`config.mk`:
```
export PLATFORM = sky130hd
export DESIGN_NAME = rv_decode_stage_flat
export DESIGN_NICKNAME = d
export VERILOG_FILES = /design/src/rtl/rv_decode_pkg.sv /design/src/rtl/rv_decode_if.sv /design/src/rtl/rv_decode_comb.sv /design/src/rtl/rv_decode_stage.sv /design/src/flat_wrapper.sv
export SDC_FILE = /design/constraint.sdc
export NUM_CORES = 1
export LEC_CHECK = 0
export BUFFER_PORTS_ARGS = -buffer_cell sky130_fd_sc_hd__buf_2
export CORE_UTILIZATION = 25
export DETAILED_ROUTE_END_ITERATION = 10
export HOLD_SLACK_MARGIN = 0.05
export PLACE_DENSITY = 0.41
export SLEW_MARGIN = 30
export SYNTH_ARGS = -nofsm -noshare
export SYNTH_HDL_FRONTEND = slang
export SYNTH_SLANG_ARGS = --single-unit
```
`constraint.sdc`:
```
create_clock -name clk -period 2.5 [get_ports clk]
set_clock_uncertainty 0.05 [all_clocks]
set_input_delay 0.375 -clock clk [delete_from_list [all_inputs] [get_ports clk]]
set_output_delay 0.375 -clock clk [all_outputs]
set_load 0.05 [all_outputs]
```
`src/rtl/rv_decode_pkg.sv`:
```
// Shared opcodes, control codes and the decoded-control bundle for the RV32I decode stage.
package rv_decode_pkg;

  localparam logic [6:0] OPC_LUI    = 7'b0110111;
  localparam logic [6:0] OPC_AUIPC  = 7'b0010111;
  localparam logic [6:0] OPC_JAL    = 7'b1101111;
  localparam logic [6:0] OPC_JALR   = 7'b1100111;
  localparam logic [6:0] OPC_BRANCH = 7'b1100011;
  localparam logic [6:0] OPC_LOAD   = 7'b0000011;
  localparam logic [6:0] OPC_STORE  = 7'b0100011;
  localparam logic [6:0] OPC_IMM    = 7'b0010011;
  localparam logic [6:0] OPC_REG    = 7'b0110011;

  localparam logic [3:0] ALU_ADD  = 4'b0000;
  localparam logic [3:0] ALU_SUB  = 4'b1000;
  localparam logic [3:0] ALU_SLT  = 4'b0010;
  localparam logic [3:0] ALU_SLTU = 4'b0011;

  localparam logic [2:0] M2R_ALU   = 3'b000;
  localparam logic [2:0] M2R_MEM   = 3'b001;
  localparam logic [2:0] M2R_PC4   = 3'b010;
  localparam logic [2:0] M2R_IMM   = 3'b011;
  localparam logic [2:0] M2R_PCIMM = 3'b100;

  localparam logic [3:0] MASK_BYTE = 4'b0001;
  localparam logic [3:0] MASK_HALF = 4'b0011;
  localparam logic [3:0] MASK_WORD = 4'b1111;

  // Immediate is carried beside this bundle because its width follows XLEN.
  typedef struct packed {
    logic [4:0] rs1;
    logic [4:0] rs2;
    logic [4:0] rd;
    logic [3:0] alu_ctr;
    logic       alu_b_ctr;
    logic [3:0] bxx;
    logic       jal;
    logic       jalr;
    logic       reg_we;
    logic       mem_we;
    logic [2:0] mem2reg;
    logic [2:0] data_mem_opr;
    logic [3:0] data_mem_opw;
    logic       md;
    logic       illegal;
  } dec_ctrl_t;

endpackage

```
`src/rtl/rv_decode_if.sv`:
```
// Fetch-side and execute-side handshake bundle of the decode stage.
interface rv_decode_if #(parameter int XLEN = 32);
  logic            in_valid;
  logic            in_ready;
  logic [31:0]     in_instr;
  logic [XLEN-1:0] in_pc;
  logic            out_valid;
  logic            out_ready;
  logic [XLEN-1:0] out_pc;
  logic [XLEN-1:0] out_imm;
  logic [4:0]      out_rs1;
  logic [4:0]      out_rs2;
  logic [4:0]      out_rd;
  logic [3:0]      out_alu_ctr;
  logic            out_alu_b_ctr;
  logic [3:0]      out_bxx;
  logic            out_jal;
  logic            out_jalr;
  logic            out_reg_we;
  logic            out_mem_we;
  logic [2:0]      out_mem2reg;
  logic [2:0]      out_data_mem_opr;
  logic [3:0]      out_data_mem_opw;
  logic            out_md;
  logic            out_illegal;

  modport master (
    output in_valid, in_instr, in_pc, out_ready,
    input  in_ready, out_valid, out_pc, out_imm, out_rs1, out_rs2, out_rd,
           out_alu_ctr, out_alu_b_ctr, out_bxx, out_jal, out_jalr, out_reg_we,
           out_mem_we, out_mem2reg, out_data_mem_opr, out_data_mem_opw, out_md, out_illegal
  );

  modport slave (
    input  in_valid, in_instr, in_pc, out_ready,
    output in_ready, out_valid, out_pc, out_imm, out_rs1, out_rs2, out_rd,
           out_alu_ctr, out_alu_b_ctr, out_bxx, out_jal, out_jalr, out_reg_we,
           out_mem_we, out_mem2reg, out_data_mem_opr, out_data_mem_opw, out_md, out_illegal
  );
endinterface

```
`src/rtl/rv_decode_comb.sv`:
```
// Combinational RV32I decoder: instruction word to control bundle plus immediate.
// Define RV_DECODE_M_EXT_EN to decode the M-extension (funct7=0000001 on OP).
module rv_decode_comb
  import rv_decode_pkg::*;
#(
  parameter int XLEN = 32
) (
  input  logic [31:0]     i_instr,
  output dec_ctrl_t       o_ctrl,
  output logic [XLEN-1:0] o_imm
);

  logic [6:0] w_opc;
  logic [2:0] w_f3;
  logic [6:0] w_f7;
  logic [XLEN-1:0] w_imm_i, w_imm_s, w_imm_b, w_imm_u, w_imm_j;
  logic w_ill, w_branch, w_jal, w_jalr, w_reg_we, w_mem_we, w_md, w_alu_b;
  logic [3:0] w_alu, w_opw;
  logic [2:0] w_m2r, w_opr;

  assign w_opc = i_instr[6:0];
  assign w_f3  = i_instr[14:12];
  assign w_f7  = i_instr[31:25];

  assign w_imm_i = XLEN'($signed(i_instr[31:20]));
  assign w_imm_s = XLEN'($signed({i_instr[31:25], i_instr[11:7]}));
  assign w_imm_b = XLEN'($signed({i_instr[31], i_instr[7], i_instr[30:25], i_instr[11:8], 1'b0}));
  assign w_imm_u = XLEN'($signed({i_instr[31:12], 12'b0}));
  assign w_imm_j = XLEN'($signed({i_instr[31], i_instr[19:12], i_instr[20], i_instr[30:21], 1'b0}));

  always_comb begin
    w_ill = 1'b0; w_branch = 1'b0; w_jal = 1'b0; w_jalr = 1'b0;
    w_reg_we = 1'b0; w_mem_we = 1'b0; w_md = 1'b0; w_alu_b = 1'b0;
    w_alu = ALU_ADD; w_m2r = M2R_ALU; w_opr = 3'b000; w_opw = 4'b0000;
    o_imm = '0;
    case (w_opc)
      OPC_REG: begin
        w_reg_we = 1'b1;
        if (w_f7 == 7'b0000000) w_alu = {1'b0, w_f3};
        else if (w_f7 == 7'b0100000 && (w_f3 == 3'b000 || w_f3 == 3'b101)) w_alu = {1'b1, w_f3};
`ifdef RV_DECODE_M_EXT_EN
        else if (w_f7 == 7'b0000001) w_md = 1'b1;
`endif
        else w_ill = 1'b1;
      end
      OPC_IMM: begin
        w_reg_we = 1'b1; w_alu_b = 1'b1; o_imm = w_imm_i;
        w_alu = {1'b0, w_f3};
        if (w_f3 == 3'b001) w_ill = (w_f7 != 7'b0000000);
        else if (w_f3 == 3'b101) begin
          w_alu[3] = i_instr[30];
          w_ill = (w_f7 != 7'b0000000) && (w_f7 != 7'b0100000);
        end
      end
      OPC_LOAD: begin
        w_reg_we = 1'b1; w_alu_b = 1'b1; o_imm = w_imm_i; w_m2r = M2R_MEM; w_opr = w_f3;
        w_ill = (w_f3 == 3'b011) || (w_f3 == 3'b110) || (w_f3 == 3'b111);
      end
      OPC_STORE: begin
        w_mem_we = 1'b1; w_alu_b = 1'b1; o_imm = w_imm_s; w_opr = w_f3;
        case (w_f3)
          3'b000:  w_opw = MASK_BYTE;
          3'b001:  w_opw = MASK_HALF;
          3'b010:  w_opw = MASK_WORD;
          default: w_ill = 1'b1;
        endcase
      end
      OPC_BRANCH: begin
        w_branch = 1'b1; o_imm = w_imm_b;
        case (w_f3[2:1])
          2'b00:   w_alu = ALU_SUB;
          2'b10:   w_alu = ALU_SLT;
          2'b11:   w_alu = ALU_SLTU;
          default: w_ill = 1'b1;
        endcase
      end
      OPC_JAL: begin
        w_jal = 1'b1; w_reg_we = 1'b1; w_alu_b = 1'b1; o_imm = w_imm_j; w_m2r = M2R_PC4;
      end
      OPC_JALR: begin
        w_jalr = 1'b1; w_reg_we = 1'b1; w_alu_b = 1'b1; o_imm = w_imm_i; w_m2r = M2R_PC4;
        w_ill = (w_f3 != 3'b000);
      end
      OPC_LUI: begin
        w_reg_we = 1'b1; w_alu_b = 1'b1; o_imm = w_imm_u; w_m2r = M2R_IMM;
      end
      OPC_AUIPC: begin
        w_reg_we = 1'b1; w_alu_b = 1'b1; o_imm = w_imm_u; w_m2r = M2R_PCIMM;
      end
      default: w_ill = 1'b1;
    endcase
  end

  // An illegal bundle still flows, but must never write state or redirect control.
  always_comb begin
    o_ctrl              = '0;
    o_ctrl.rs1          = i_instr[19:15];
    o_ctrl.rs2          = i_instr[24:20];
    o_ctrl.reg_we       = w_reg_we & ~w_ill;
    o_ctrl.rd           = o_ctrl.reg_we ? i_instr[11:7] : 5'd0;
    o_ctrl.alu_ctr      = w_alu;
    o_ctrl.alu_b_ctr    = w_alu_b;
    o_ctrl.bxx          = {w_branch & ~w_ill, w_f3};
    o_ctrl.jal          = w_jal & ~w_ill;
    o_ctrl.jalr         = w_jalr & ~w_ill;
    o_ctrl.mem_we       = w_mem_we & ~w_ill;
    o_ctrl.mem2reg      = w_m2r;
    o_ctrl.data_mem_opr = w_opr;
    o_ctrl.data_mem_opw = w_opw;
    o_ctrl.md           = w_md & ~w_ill;
    o_ctrl.illegal      = w_ill;
  end

endmodule

```
`src/rtl/rv_decode_stage.sv`:
```
// Registered RV32I decode stage: main + skid bundle registers with valid/ready flow control.
// Optional M-extension decode is enabled by defining RV_DECODE_M_EXT_EN.
module rv_decode_stage
  import rv_decode_pkg::*;
#(
  parameter int              XLEN     = 32,
  parameter logic [XLEN-1:0] PC_RESET = '0
) (
  input  logic        clk,
  input  logic        rst_n,
  input  logic        flush,
  rv_decode_if.slave  io_dec
);

  dec_ctrl_t       w_dec_ctrl;
  logic [XLEN-1:0] w_dec_imm;

  dec_ctrl_t       r_main_ctrl, r_skid_ctrl;
  logic [XLEN-1:0] r_main_imm, r_skid_imm, r_main_pc, r_skid_pc;
  logic            r_main_valid, r_skid_valid, r_in_ready;

  logic w_accept, w_main_free, w_skid_valid_next;

  rv_decode_comb #(.XLEN(XLEN)) u_comb (
    .i_instr (io_dec.in_instr),
    .o_ctrl  (w_dec_ctrl),
    .o_imm   (w_dec_imm)
  );

  // in_ready is registered, so out_ready never reaches the fetch side combinationally.
  assign w_accept          = io_dec.in_valid & r_in_ready & ~flush;
  assign w_main_free       = ~r_main_valid | io_dec.out_ready;
  assign w_skid_valid_next = ~flush & ~w_main_free & (r_skid_valid | w_accept);

  always_ff @(posedge clk or negedge rst_n) begin
    if (!rst_n) begin
      r_main_valid <= 1'b0;
      r_main_ctrl  <= '0;
      r_main_imm   <= '0;
      r_main_pc    <= PC_RESET;
      r_skid_valid <= 1'b0;
      r_skid_ctrl  <= '0;
      r_skid_imm   <= '0;
      r_skid_pc    <= '0;
      r_in_ready   <= 1'b0;
    end else begin
      r_in_ready   <= ~w_skid_valid_next;
      r_skid_valid <= w_skid_valid_next;
      if (flush) begin
        r_main_valid <= 1'b0;
      end else if (w_main_free) begin
        if (r_skid_valid) begin
          r_main_valid <= 1'b1;
          r_main_ctrl  <= r_skid_ctrl;
          r_main_imm   <= r_skid_imm;
          r_main_pc    <= r_skid_pc;
        end else begin
          r_main_valid <= w_accept;
          if (w_accept) begin
            r_main_ctrl <= w_dec_ctrl;
            r_main_imm  <= w_dec_imm;
            r_main_pc   <= io_dec.in_pc;
          end
        end
      end
      // Main is stalled: the newly accepted bundle parks in the skid entry.
      if (!flush && !w_main_free && w_accept) begin
        r_skid_ctrl <= w_dec_ctrl;
        r_skid_imm  <= w_dec_imm;
        r_skid_pc   <= io_dec.in_pc;
      end
    end
  end

  assign io_dec.in_ready         = r_in_ready;
  assign io_dec.out_valid        = r_main_valid;
  assign io_dec.out_pc           = r_main_pc;
  assign io_dec.out_imm          = r_main_imm;
  assign io_dec.out_rs1          = r_main_ctrl.rs1;
  assign io_dec.out_rs2          = r_main_ctrl.rs2;
  assign io_dec.out_rd           = r_main_ctrl.rd;
  assign io_dec.out_alu_ctr      = r_main_ctrl.alu_ctr;
  assign io_dec.out_alu_b_ctr    = r_main_ctrl.alu_b_ctr;
  assign io_dec.out_bxx          = r_main_ctrl.bxx;
  assign io_dec.out_jal          = r_main_ctrl.jal;
  assign io_dec.out_jalr         = r_main_ctrl.jalr;
  assign io_dec.out_reg_we       = r_main_ctrl.reg_we;
  assign io_dec.out_mem_we       = r_main_ctrl.mem_we;
  assign io_dec.out_mem2reg      = r_main_ctrl.mem2reg;
  assign io_dec.out_data_mem_opr = r_main_ctrl.data_mem_opr;
  assign io_dec.out_data_mem_opw = r_main_ctrl.data_mem_opw;
  assign io_dec.out_md           = r_main_ctrl.md;
  assign io_dec.out_illegal      = r_main_ctrl.illegal;

endmodule

```
`src/flat_wrapper.sv`:
```
// flat-port wrapper written by rule: the top's interface ports become plain ports
module rv_decode_stage_flat import rv_decode_pkg::*;
#(
  parameter int              XLEN     = 32,
  parameter logic [XLEN-1:0] PC_RESET = '0
)
  (clk, rst_n, flush, io_dec_in_valid, io_dec_in_instr, io_dec_in_pc, io_dec_out_ready, io_dec_in_ready, io_dec_out_valid, io_dec_out_pc, io_dec_out_imm, io_dec_out_rs1, io_dec_out_rs2, io_dec_out_rd, io_dec_out_alu_ctr, io_dec_out_alu_b_ctr, io_dec_out_bxx, io_dec_out_jal, io_dec_out_jalr, io_dec_out_reg_we, io_dec_out_mem_we, io_dec_out_mem2reg, io_dec_out_data_mem_opr, io_dec_out_data_mem_opw, io_dec_out_md, io_dec_out_illegal);
  rv_decode_if #(.XLEN(XLEN)) io_dec_i ();
  input  logic clk;
  input  logic rst_n;
  input  logic flush;
  input wire logic [$bits(io_dec_i.in_valid)-1:0] io_dec_in_valid;
  input wire logic [$bits(io_dec_i.in_instr)-1:0] io_dec_in_instr;
  input wire logic [$bits(io_dec_i.in_pc)-1:0] io_dec_in_pc;
  input wire logic [$bits(io_dec_i.out_ready)-1:0] io_dec_out_ready;
  output wire logic [$bits(io_dec_i.in_ready)-1:0] io_dec_in_ready;
  output wire logic [$bits(io_dec_i.out_valid)-1:0] io_dec_out_valid;
  output wire logic [$bits(io_dec_i.out_pc)-1:0] io_dec_out_pc;
  output wire logic [$bits(io_dec_i.out_imm)-1:0] io_dec_out_imm;
  output wire logic [$bits(io_dec_i.out_rs1)-1:0] io_dec_out_rs1;
  output wire logic [$bits(io_dec_i.out_rs2)-1:0] io_dec_out_rs2;
  output wire logic [$bits(io_dec_i.out_rd)-1:0] io_dec_out_rd;
  output wire logic [$bits(io_dec_i.out_alu_ctr)-1:0] io_dec_out_alu_ctr;
  output wire logic [$bits(io_dec_i.out_alu_b_ctr)-1:0] io_dec_out_alu_b_ctr;
  output wire logic [$bits(io_dec_i.out_bxx)-1:0] io_dec_out_bxx;
  output wire logic [$bits(io_dec_i.out_jal)-1:0] io_dec_out_jal;
  output wire logic [$bits(io_dec_i.out_jalr)-1:0] io_dec_out_jalr;
  output wire logic [$bits(io_dec_i.out_reg_we)-1:0] io_dec_out_reg_we;
  output wire logic [$bits(io_dec_i.out_mem_we)-1:0] io_dec_out_mem_we;
  output wire logic [$bits(io_dec_i.out_mem2reg)-1:0] io_dec_out_mem2reg;
  output wire logic [$bits(io_dec_i.out_data_mem_opr)-1:0] io_dec_out_data_mem_opr;
  output wire logic [$bits(io_dec_i.out_data_mem_opw)-1:0] io_dec_out_data_mem_opw;
  output wire logic [$bits(io_dec_i.out_md)-1:0] io_dec_out_md;
  output wire logic [$bits(io_dec_i.out_illegal)-1:0] io_dec_out_illegal;
  assign io_dec_i.in_valid = io_dec_in_valid;
  assign io_dec_i.in_instr = io_dec_in_instr;
  assign io_dec_i.in_pc = io_dec_in_pc;
  assign io_dec_i.out_ready = io_dec_out_ready;
  assign io_dec_in_ready = io_dec_i.in_ready;
  assign io_dec_out_valid = io_dec_i.out_valid;
  assign io_dec_out_pc = io_dec_i.out_pc;
  assign io_dec_out_imm = io_dec_i.out_imm;
  assign io_dec_out_rs1 = io_dec_i.out_rs1;
  assign io_dec_out_rs2 = io_dec_i.out_rs2;
  assign io_dec_out_rd = io_dec_i.out_rd;
  assign io_dec_out_alu_ctr = io_dec_i.out_alu_ctr;
  assign io_dec_out_alu_b_ctr = io_dec_i.out_alu_b_ctr;
  assign io_dec_out_bxx = io_dec_i.out_bxx;
  assign io_dec_out_jal = io_dec_i.out_jal;
  assign io_dec_out_jalr = io_dec_i.out_jalr;
  assign io_dec_out_reg_we = io_dec_i.out_reg_we;
  assign io_dec_out_mem_we = io_dec_i.out_mem_we;
  assign io_dec_out_mem2reg = io_dec_i.out_mem2reg;
  assign io_dec_out_data_mem_opr = io_dec_i.out_data_mem_opr;
  assign io_dec_out_data_mem_opw = io_dec_i.out_data_mem_opw;
  assign io_dec_out_md = io_dec_i.out_md;
  assign io_dec_out_illegal = io_dec_i.out_illegal;
  rv_decode_stage #(.XLEN(XLEN), .PC_RESET(PC_RESET)) u_core (.clk(clk), .rst_n(rst_n), .flush(flush), .io_dec(io_dec_i));
endmodule
```
==> results.tsv <==
metric	value	unit
cts.sinks	207	
vias_per_cell	4.60	
ys_seq_elements	207	
drv_slew	0	
ys_warn_count	0	
grt_max_degree	69	
yosys_most_used_dff	dfrtp_1	
numPortBuffers	173	
nets	1294	
multi_input_area	3880	um^2
synth.top_cell.area_share	55.1	%
htree_levels	1	
ys_top_cells_by_area	dfrtp_1 55%, nand2_1 12%, o21ai_0 7.4%	
cp_common_cell	a21oi_1	
drt_iter0_drc	412	
async_flop_share	100	%
yosysSeqAreaShare	55.1	%
arrival	2500	ps
die_w	196	um
worstMarginPinSlew	844	ps
grt_pass1_vias	8009	
grtUsageTotal	15.7	%
crit_path_end_kind	flip-flop	
vias	7885	
design.core.area	36800	um^2
cp-start-kind	flip-flop	
netlist_area	9400	um^2
clk_latency	550	ps
post-route-period-util	83.1	%
synth.avg_cell_area	9.13	um^2
clk_pin_slew	60	ps
fp-row-count	70	
period_needed	2080	ps
drt-pass1-iter-count	5	
routedWlPerCell	17.4	um
maxCapViolations	0	
p_leak	5.79	nW
cts_resized	0	
area_delta_synth_final	31.6	%
layout-drive-gt1-share	22.4	%
cp_cell_sequence	a21oi_1, or3_4, buf_4, a21oi_1, o21ai_0, o21a_1	
numCtsBuffers	27	
slowest_delay	560	ps
hp-class	in2reg	
dp_hpwl	19.7	mm
synthDistinctLibCells	61	
die_h	196	um
place_congestion	0.792	
synthCells	1029	
synth_edf_count	0	
overflow	0	
final.setup.tns	0	ps
drtAntennaViolNets	0	
relSlewSlack	43.8	%
outcome	finished clean	
critPathSlowestCell	dfrtp_4	
setup_viol	0	
timing.setup.critical_path_class	reg2reg	
wirelength	29.9	mm
synth_top_area_cell	dfrtp_1	
rsz0062_at_grt	no	
grt_pass1_wl	47.5	mm
regArea	5180	um^2
peakVddDrop	0.465	mV
max_freq	0.482	GHz
initial_core_util	25.5	%
synth_nets	1098	
worstPathMaxFanout	33	
boundaryPins	175	
drc	0	
tritoncts	built	
dieArea	38400	um^2
clock-root-buffer	clkbuf_16	
cp.required	2920	ps
post-route-util	33.6	%
fillers	3897	
hold_violations	0	
clockBufferDepth	3	
cellPowerDensity	841	nW/um^2
antenna_found_initial	1	
## sequential cells by signal (all words and copies together), names as in the netlist, 3 cells and up
| signal | cells |
|---|---|
| u_core.io_dec.out_data_mem_opr | 3 |
| u_core.io_dec.out_imm | 32 |
| u_core.io_dec.out_rd | 5 |
| u_core.r_skid_pc | 32 |
| u_core.io_dec.out_alu_ctr | 4 |
| u_core.r_skid_ctrl | 38 |
| u_core.io_dec.out_mem2reg | 3 |
| u_core.io_dec.out_rs1 | 5 |
| u_core.io_dec.out_data_mem_opw | 3 |
| u_core.io_dec.out_bxx | 4 |
| u_core.r_skid_imm | 32 |
| u_core.io_dec.out_rs2 | 5 |
| u_core.io_dec.out_pc | 32 |
## synth_stat cells (all sizes together) (9+ instances only)
cell type and instances:
nand2 296, mux2i 46, buf 18, nor2 28
clkbuf 63, a211oi 13, dfrtp 207, inv 10
and3 9, a21oi 44, and2 13, nand3 27
o31ai 11, o21ai 141, a31oi 14
## metal layers
metal | global-route usage [%] | up-vias | routed length [um]
li1 | - | 3914 | -
met1 | 22.6 | 3783 | 14800
met2 | 23.7 | 156 | 12900
met3 | 3.89 | 32 | 1800
met4 | 3.04 | 0 | 429
met5 | 0 | - | 0
## final timing paths
| check | start | endpoint | slack [ps] | cells past startpoint |
|---|---|---|---|---|
| min in group asynchronous | rst_n | u_core.io_dec.out_imm[17] | 300 | 2 |
| max in group asynchronous | rst_n | u_core.r_skid_pc[2] | 1400 | 3 |
| worst min-delay path | io_dec_in_instr[28] | u_core.r_skid_imm[8] | 70 | 3 |
| worst max register to register | u_core.r_skid_valid | u_core.io_dec.out_imm[31] | 420 | 6 |
| worst min register to register | u_core.io_dec.out_imm[27] | u_core.io_dec.out_imm[27] | 420 | 2 |
| worst max-delay path | u_core.r_skid_valid | u_core.io_dec.out_imm[31] | 420 | 6 |
## worst max-delay path: cells and delay by family, from the launching register on
family          cells  cell delay, ps
simple gates        1             490
flops               1             560
compound gates      4             580
buf+inv             1             300
## layout make-up
| cell class | count | area share [%] |
|---|---|---|
| antenna | 1 | 0.0202 |
| clock buffer | 29 | 5.69 |
| clock inverter | 21 | 2.77 |
| inverter | 10 | 0.304 |
| multi-input combinational | 731 | 31.4 |
| sequential | 207 | 41.9 |
| tap | 468 | 4.74 |
| timing repair buffer | 248 | 13.1 |
## power by group
part | internal [mW] | total, mW | switching [mW]
clock network | 2.96 | 4.54 | 1.58
registers | 3.76 | 3.97 | 0.214
logic | 0.498 | 1.88 | 1.39
total | 7.21 | 10.4 | 3.18
## cells in the final DEF (no fill, tap or decap), drive strengths merged, types with 3 or more instances in the layout
| cell | instances |
|---|---|
| nand2 | 296 |
| buf | 209 |
| dfrtp | 207 |
| o21ai | 141 |
| mux2i | 46 |
| a21oi | 44 |
| dlygate4sd3 | 39 |
| clkbuf | 29 |
| nor2 | 28 |
| nand3 | 27 |
| a31oi | 14 |
| and2 | 13 |
| a211oi | 13 |
| inv | 12 |
| o31ai | 11 |
| and3 | 9 |
| bufinv | 9 |
| clkinv | 8 |
| or3 | 8 |
| o21a | 6 |
| nor3 | 6 |
| a21o | 5 |
| a22oi | 5 |
| nor2b | 5 |
| or2 | 5 |
| nand3b | 4 |
| nand4 | 4 |
| o41ai | 4 |
| nand2b | 3 |
| nand4b | 3 |
| nor4 | 3 |
| o211ai | 3 |
## what timing repair did
item                                    CTS  global route
endpoints found under the setup margin    0             0
endpoints found under the hold margin    89             0
setup buffers                             0             0
hold buffers                             39             0
## cell families (layout without fill, tap and decap cells)
| logic type | count (synthesis) | after routing | synth area share, % |
|---|---|---|---|
| compound gates | 258 | 258 | 16.2 |
| simple gates | 423 | 423 | 19.6 |
| flops | 207 | 207 | 55.1 |
| mux | 47 | 47 | 5.06 |
| other cells | 1 | 2 | 0.0399 |
| xor+xnor | 2 | 2 | 0.186 |
| buf+inv | 91 | 308 | 3.78 |
## stage by stage
step / setup slack [ps] / area (um^2) / cells / power [mW] / hold slack, ps
after floorplan: 373 / 9400 / 1029 / 5.26 / 29.4
after global placement: 82.5 / 10900 / 1625 / 5.87 / 306
after detailed placement: 77.9 / 10900 / 1625 / 5.89 / 310
after CTS: 383 / 12400 / 1714 / 10.6 / 50.8
after global routing: 251 / 12400 / 1714 / 10.9 / 77.0
final: 424 / 12400 / 1715 / 10.4 / 74.8
No activity file was read; power rests on OpenSTA's default activity.
